### src/rtl/kbd_display_ctrl.sv
// PS/2 keyboard front end: make/break decoding, modifier tracking, ASCII
// adjustment, a BCD press counter and seven-segment (active-low gfedcba) drive.
//
// Parameters:
//   CNT_DIGITS       number of BCD digits in the press counter (1..4)
//   BLANK_ON_RELEASE 1: HEX0..HEX3 blank while no key is held; 0: hold last
//
// Ports:
//   clk        single clock, all state on the rising edge
//   clrn       synchronous active-low reset
//   scan_valid one-cycle strobe for a received PS/2 byte
//   scan_code  received byte
//   ascii_in   unshifted ASCII for scan_code from an external ROM
//   ascii_out  registered, modifier-adjusted ASCII of the held key
//   shift      either Shift key held
//   capslock   Caps Lock toggle state
//   key_held   a non-modifier key is currently down
//   HEX0/HEX1  scan code low/high nibble glyphs
//   HEX2/HEX3  ascii_out low/high nibble glyphs
//   hex_cnt    press counter glyphs, digit 0 in bits [6:0]
//
// Build option: define KBD_DISP_LZ_BLANK_EN to blank leading zero digits of
// the press counter (digit 0 is always shown).

module kbd_display_ctrl #(
    parameter int CNT_DIGITS       = 2,
    parameter int BLANK_ON_RELEASE = 1
) (
    input  logic                      clk,
    input  logic                      clrn,
    input  logic                      scan_valid,
    input  logic [7:0]                scan_code,
    input  logic [7:0]                ascii_in,
    output logic [7:0]                ascii_out,
    output logic                      shift,
    output logic                      capslock,
    output logic                      key_held,
    output logic [6:0]                HEX0,
    output logic [6:0]                HEX1,
    output logic [6:0]                HEX2,
    output logic [6:0]                HEX3,
    output logic [7*CNT_DIGITS-1:0]   hex_cnt
);

    typedef enum logic [1:0] {
        IDLE    = 2'd0,
        BRK     = 2'd1,
        EXT     = 2'd2,
        EXT_BRK = 2'd3
    } state_t;

    localparam logic [7:0] CODE_BRK  = 8'hF0;
    localparam logic [7:0] CODE_EXT  = 8'hE0;
    localparam logic [7:0] CODE_LSH  = 8'h12;
    localparam logic [7:0] CODE_RSH  = 8'h59;
    localparam logic [7:0] CODE_CAPS = 8'h58;
    localparam logic [6:0] SEG_OFF   = 7'h7F;

    state_t state, state_nxt;

    logic [7:0]              held_code;
    logic                    shift_l, shift_r;
    logic                    caps_held;
    logic [4*CNT_DIGITS-1:0] cnt, cnt_nxt;

    // Decoded events for the current byte
    logic is_make, is_brk, ext_ctx;
    logic is_lsh, is_rsh, is_caps, is_mod;
    logic new_key, rel_key;
    logic [7:0] ascii_adj;

    function automatic logic [6:0] seg7(input logic [3:0] n);
        logic [6:0] s;
        unique case (n)
            4'h0: s = 7'b1000000;
            4'h1: s = 7'b1111001;
            4'h2: s = 7'b0100100;
            4'h3: s = 7'b0110000;
            4'h4: s = 7'b0011001;
            4'h5: s = 7'b0010010;
            4'h6: s = 7'b0000010;
            4'h7: s = 7'b1111000;
            4'h8: s = 7'b0000000;
            4'h9: s = 7'b0010000;
            4'hA: s = 7'b0001000;
            4'hB: s = 7'b0000011;
            4'hC: s = 7'b1000110;
            4'hD: s = 7'b0100001;
            4'hE: s = 7'b0000110;
            default: s = 7'b0001110;
        endcase
        return s;
    endfunction

    // Shift/Caps adjustment of the unshifted ROM character
    function automatic logic [7:0] adj_ascii(
        input logic [7:0] a,
        input logic       sh,
        input logic       cl
    );
        logic [7:0] r;
        r = a;
        if (a >= 8'h61 && a <= 8'h7A) begin
            if (sh ^ cl) r = a - 8'h20;
        end else if (sh) begin
            case (a)
                "0":  r = ")";
                "1":  r = "!";
                "2":  r = "@";
                "3":  r = "#";
                "4":  r = "$";
                "5":  r = "%";
                "6":  r = "^";
                "7":  r = "&";
                "8":  r = "*";
                "9":  r = "(";
                "-":  r = "_";
                "=":  r = "+";
                8'h60: r = "~";
                "[":  r = "{";
                "]":  r = "}";
                8'h5C: r = "|";
                ";":  r = ":";
                8'h27: r = 8'h22;
                ",":  r = "<";
                ".":  r = ">";
                "/":  r = "?";
                default: r = a;
            endcase
        end
        return r;
    endfunction

    always_ff @(posedge clk) begin
        if (!clrn) state <= IDLE;
        else       state <= state_nxt;
    end

    always_comb begin
        state_nxt = state;
        is_make   = 1'b0;
        is_brk    = 1'b0;
        ext_ctx   = (state == EXT) || (state == EXT_BRK);
        if (scan_valid) begin
            unique case (state)
                IDLE: begin
                    if (scan_code == CODE_BRK)      state_nxt = BRK;
                    else if (scan_code == CODE_EXT) state_nxt = EXT;
                    else                            is_make   = 1'b1;
                end
                EXT: begin
                    if (scan_code == CODE_BRK) begin
                        state_nxt = EXT_BRK;
                    end else begin
                        state_nxt = IDLE;
                        is_make   = 1'b1;
                    end
                end
                BRK, EXT_BRK: begin
                    state_nxt = IDLE;
                    is_brk    = 1'b1;
                end
                default: state_nxt = IDLE;
            endcase
        end

        // Modifiers are only recognised without the E0 prefix
        is_lsh  = !ext_ctx && (scan_code == CODE_LSH);
        is_rsh  = !ext_ctx && (scan_code == CODE_RSH);
        is_caps = !ext_ctx && (scan_code == CODE_CAPS);
        is_mod  = is_lsh || is_rsh || is_caps;

        new_key = is_make && !is_mod && (scan_code != held_code);
        rel_key = is_brk && !is_mod && (scan_code == held_code);

        ascii_adj = ext_ctx ? 8'h00 : adj_ascii(ascii_in, shift, capslock);
    end

    // BCD increment; all-9s rolls over to all-0s
    always_comb begin
        logic carry;
        logic [3:0] d;
        cnt_nxt = cnt;
        carry   = 1'b1;
        for (int i = 0; i < CNT_DIGITS; i++) begin
            d = cnt[4*i +: 4];
            if (carry) begin
                if (d == 4'd9) begin
                    cnt_nxt[4*i +: 4] = 4'd0;
                end else begin
                    cnt_nxt[4*i +: 4] = d + 4'd1;
                    carry = 1'b0;
                end
            end
        end
    end

    always_ff @(posedge clk) begin
        if (!clrn) begin
            held_code <= 8'h00;
            key_held  <= 1'b0;
            shift_l   <= 1'b0;
            shift_r   <= 1'b0;
            capslock  <= 1'b0;
            caps_held <= 1'b0;
            ascii_out <= 8'h00;
            cnt       <= '0;
        end else begin
            if (is_make && is_lsh) shift_l <= 1'b1;
            if (is_brk  && is_lsh) shift_l <= 1'b0;
            if (is_make && is_rsh) shift_r <= 1'b1;
            if (is_brk  && is_rsh) shift_r <= 1'b0;

            // Typematic repeats of Caps Lock arrive while it is held
            if (is_make && is_caps) begin
                caps_held <= 1'b1;
                if (!caps_held) capslock <= ~capslock;
            end
            if (is_brk && is_caps) caps_held <= 1'b0;

            if (new_key) begin
                held_code <= scan_code;
                key_held  <= 1'b1;
                ascii_out <= ascii_adj;
                cnt       <= cnt_nxt;
            end else if (rel_key) begin
                key_held  <= 1'b0;
            end
        end
    end

    assign shift = shift_l | shift_r;

    logic blank;
    assign blank = (BLANK_ON_RELEASE != 0) && !key_held;

    assign HEX0 = blank ? SEG_OFF : seg7(held_code[3:0]);
    assign HEX1 = blank ? SEG_OFF : seg7(held_code[7:4]);
    assign HEX2 = blank ? SEG_OFF : seg7(ascii_out[3:0]);
    assign HEX3 = blank ? SEG_OFF : seg7(ascii_out[7:4]);

    always_comb begin
        logic [3:0] d;
`ifdef KBD_DISP_LZ_BLANK_EN
        logic seen;
        seen = 1'b0;
`endif
        hex_cnt = '0;
        for (int i = CNT_DIGITS - 1; i >= 0; i--) begin
            d = cnt[4*i +: 4];
`ifdef KBD_DISP_LZ_BLANK_EN
            if (d != 4'd0 || i == 0) seen = 1'b1;
            hex_cnt[7*i +: 7] = seen ? seg7(d) : SEG_OFF;
`else
            hex_cnt[7*i +: 7] = seg7(d);
`endif
        end
    end

endmodule

### config.mk
export PLATFORM = sky130hd
export DESIGN_NAME = kbd_display_ctrl
export DESIGN_NICKNAME = d
export VERILOG_FILES = /design/src/rtl/kbd_display_ctrl.sv
export SDC_FILE = /design/constraint.sdc
export NUM_CORES = 1
export LEC_CHECK = 0
export ABC_AREA = 1
export CAP_MARGIN = 20
export CORE_MARGIN = 2
export CORE_UTILIZATION = 28
export CTS_CLUSTER_SIZE = 12
export DETAILED_ROUTE_END_ITERATION = 12
export DONT_BUFFER_PORTS = 1
export GPL_ROUTABILITY_DRIVEN = 0
export HOLD_SLACK_MARGIN = 0.06
export PLACE_DENSITY = 0.51
export SETUP_SLACK_MARGIN = 0.2
export SLEW_MARGIN = 0
export SYNTH_ARGS = -nofsm -noshare
export SYNTH_HDL_FRONTEND = slang
export SYNTH_SLANG_ARGS = --single-unit
### constraint.sdc
create_clock -name clk -period 2.9 [get_ports clk]
set_clock_uncertainty 0.05 [all_clocks]
set_input_delay 0.725 -clock clk [delete_from_list [all_inputs] [get_ports clk]]
set_output_delay 0.725 -clock clk [all_outputs]
set_load 0.02 [all_outputs]
==> run_results.csv <==
group,metric,value,unit
status,status,"finished, final reports clean",
sta,slew-limit-headroom,68.9,%
finish,synthToLayoutAreaGrowth,14.7,%
detailed_routing,drc_errors,0,
synth,yosys.area.top_type,"dfxtp_1",
cts,ctsResizeCount,0,
cts,cts_tree,"built",
grt,globalRouteOverflowTotal,0,
cts,hold_buffers,0,
synth,synth_fp_nets,829,
finish,finalNetCount,856,
placed_design,hpwl,9.47,mm
synth,yosysTopAreaCellShare,29.5,%
grt,grt_max_degree,32,
sta,rsz0062_at_grt,"no",
setup_path,critPathMostFrequentCell,"nand2_1",
floorplan,start_util,28.7,%
cts,cts_root_buf,"clkbuf_16",
grt,grt_pass1_wl,19.7,mm
cts,cts_sinks,73,
grt,grt_pass1_vias,4255,
sta,setup-violations-final,0,
sta,fin_tns_setup,0,ns
grt,antenna_found_initial,0,
setup_path,worstPathCellList,"inv_1 > nor2_2 > nand2_1 > nor2_1 > nor2_1 > nand2_2 > nor2_2 > nand2_4 > nand2_4 > nand2_1 > nand3_1 > nand2_1 > inv_1 > nor2_2 > inv_2 > ha_1 > nand3b_1 > nand3_1 > nand2_1",
detailed_routing,routed-wl-met3,810,um
setup_path,path_max_fanout,7,
finish,final_area,5690,sq um
power,total_power,0.00268,W
detailed_routing,dr.pass1.iters,5,
cts,clock_path_buffers,2,
sta,finalHoldViolations,0,
finish,n_fill_cell,1910,
setup_path,worstPathArrival,2.65,ns
synth,netlist_instances,774,
placed_design,dpl_cell_area,5400,sq um
synth,synth_area_leaders,"dfxtp_1 29%, nand2_1 20%, ha_1 9.1%",
synth,synth-seq-cells,73,
detailed_routing,topRoutingLayerUsed,"met4",
sta,fmax,0.404,GHz
worst_hold_path,hp-class,"reg -> reg",
floorplan,core,17300,sq um
detailed_routing,route.met2.wl,5.61,mm
synth,syn-cell-area,4960,sq um
synth,synth_cell_types,41,
sta,worst_pin_slew,0.465,ns
cts,postCtsSetupBuffers,0,
sta,min_period,2.48,ns
sta,fin_ws,0.424,ns
floorplan,dieArea,18800,sq um
detailed_routing,routedWlPerCell,11.9,um
setup_path,endpoint_kind,"flip-flop",
detailed_routing,drt-total-wl,12.2,mm
placed_design,place.port_buffers,0,
floorplan,io_pins,72,
power,ir_drop,284,uV
placed_design,post-place-ws,0.0435,ns
cts,clk_pin_slew_worst_paths,0.05,ns
cts,cts_buffers,9,
setup_path,worst_path_max_delay_cell,"ha_1",
cts,htree_num_levels,3,
power,power_leakage,2.95,nW
detailed_routing,vias,4600,
sta,min_period_over_period,85.4,%
setup_path,startpoint_type,"primary input",
detailed_routing,vias_per_cell,4.47,
sta,slew_violations,0,
finish,drive_above_1_share,13.8,%
finish,fin_util,32.9,%
synth,synth_sequential_area_ratio,29.5,%
floorplan,die_h,137,um
synth,yosysWarnings,0,
floorplan,dieWidth,137,um
job,maxCapViolCount,0,
detailed_routing,wl_met1,5.63,mm
synth,synth.avg_cell_area,6.41,sq um
setup_path,crit_type,"in -> reg",
power,powerDensity,471,nW/um^2
setup_path,crit_required,3.08,ns
grt,grt.total_usage,13.2,%
finish,diodes,0,
detailed_routing,drtIter0Drc,152,
cts,clock_latency,0.33,ns
floorplan,rows,48,
detailed_routing,ant_nets,0,
setup_path,slowest_delay,0.26,ns
kinds of logic (layout without fill, tap and decap cells):
kind of cell             after synthesis  in the layout  share of synthesized area [%]
AND/OR/NAND/NOR                      449            449                           39.8
buffers and inverters                134            163                           10.7
AO/OA/AOI/OAI                         78             78                           10.3
flip-flops                            73             73                           29.5
adder cells (fa/ha/maj)               36             36                           9.08
XOR/XNOR                               4              4                          0.706
final cells by class:
type / count / area [sq um] / area share [%]
multi-input cells: 567 / 3000 / 52.7
flip-flops and latches: 73 / 1460 / 25.7
inverters: 124 / 468 / 8.23
well taps: 225 / 282 / 4.95
clock buffers: 13 / 270 / 4.75
repair buffers: 26 / 208 / 3.65
worst paths after layout:
check / startpoint / endpoint / slack, ns / cells past startpoint
max: ascii_in[5] / flip-flop / 0.42 / 19
min: shift_r / shift_r / 0.42 / 2
max reg2reg: state[1] / flip-flop / 0.47 / 15
min reg2reg: shift_r / shift_r / 0.42 / 2
cell usage after synthesis (all sizes together):
cell and number:
a21oi 16, o211ai 5, o2111ai 1, clkinv 2, a31oi 2, dfxtp 73, nor3b 1, nand3 75
nor3 7, clkbuf 4, o21ai 43, a21boi 3, xor2 4, o21bai 1, a221oi 2, inv 122
o21a 2, o221a 1, nand2 275, nand3b 4, buf 6, nand4 6, nor2 81, o31ai 2
ha 36
critical path, delay by kind of cell:
kind,cells,cell delay [ns]
simple gates,15,1.50
fa+ha+maj,1,0.26
buf+inv,3,0.17
metal layers:
layer	vias to the layer above	GRT usage, %
met5	-	0
met2	88	22.0
met3	11	4.41
li1	2475	-
met1	2026	15.9
met4	0	4.18
layout by cell type, fill, tap and decap left out, types with 2 or more instances in the layout:
cell type / n
nand2_1: 259
nor3_1: 6
xor2_1: 4
inv_2: 20
nand4_1: 6
o21ai_2: 2
o211ai_1: 3
a21boi_1: 3
a221oi_1: 2
o31ai_1: 2
o21a_1: 2
o211ai_2: 2
nor2_1: 68
o21ai_1: 19
buf_4: 25
nand2_2: 9
nand3b_1: 4
nor2_2: 10
nand2_4: 7
dfxtp_1: 72
a31oi_1: 2
ha_1: 36
clkbuf_16: 9
nand3_2: 10
clkinv_1: 2
clkbuf_8: 3
a21oi_1: 12
nand3_1: 65
a21oi_4: 3
inv_1: 101
o21ai_0: 21
nor2_4: 3
power breakdown:
part	internal [W]	leakage, nW	switching (W)
sequential	0.00109	0.602	0.0000634
clock	0.000635	0.134	0.000397
combinational	0.000162	2.21	0.000337
through the flow:
| stage | instances | hold WS [ns] |
|---|---|---|
| 3_3_place_gp | 1015 | 0.410 |
| 6_report | 1028 | 0.425 |
| 3_5_place_dp | 1015 | 0.414 |
| 4_1_cts | 1028 | 0.424 |
| 2_1_floorplan | 774 | 0.397 |
| 5_1_grt | 1028 | 0.443 |
No activity file was read; power rests on OpenSTA's default activity.
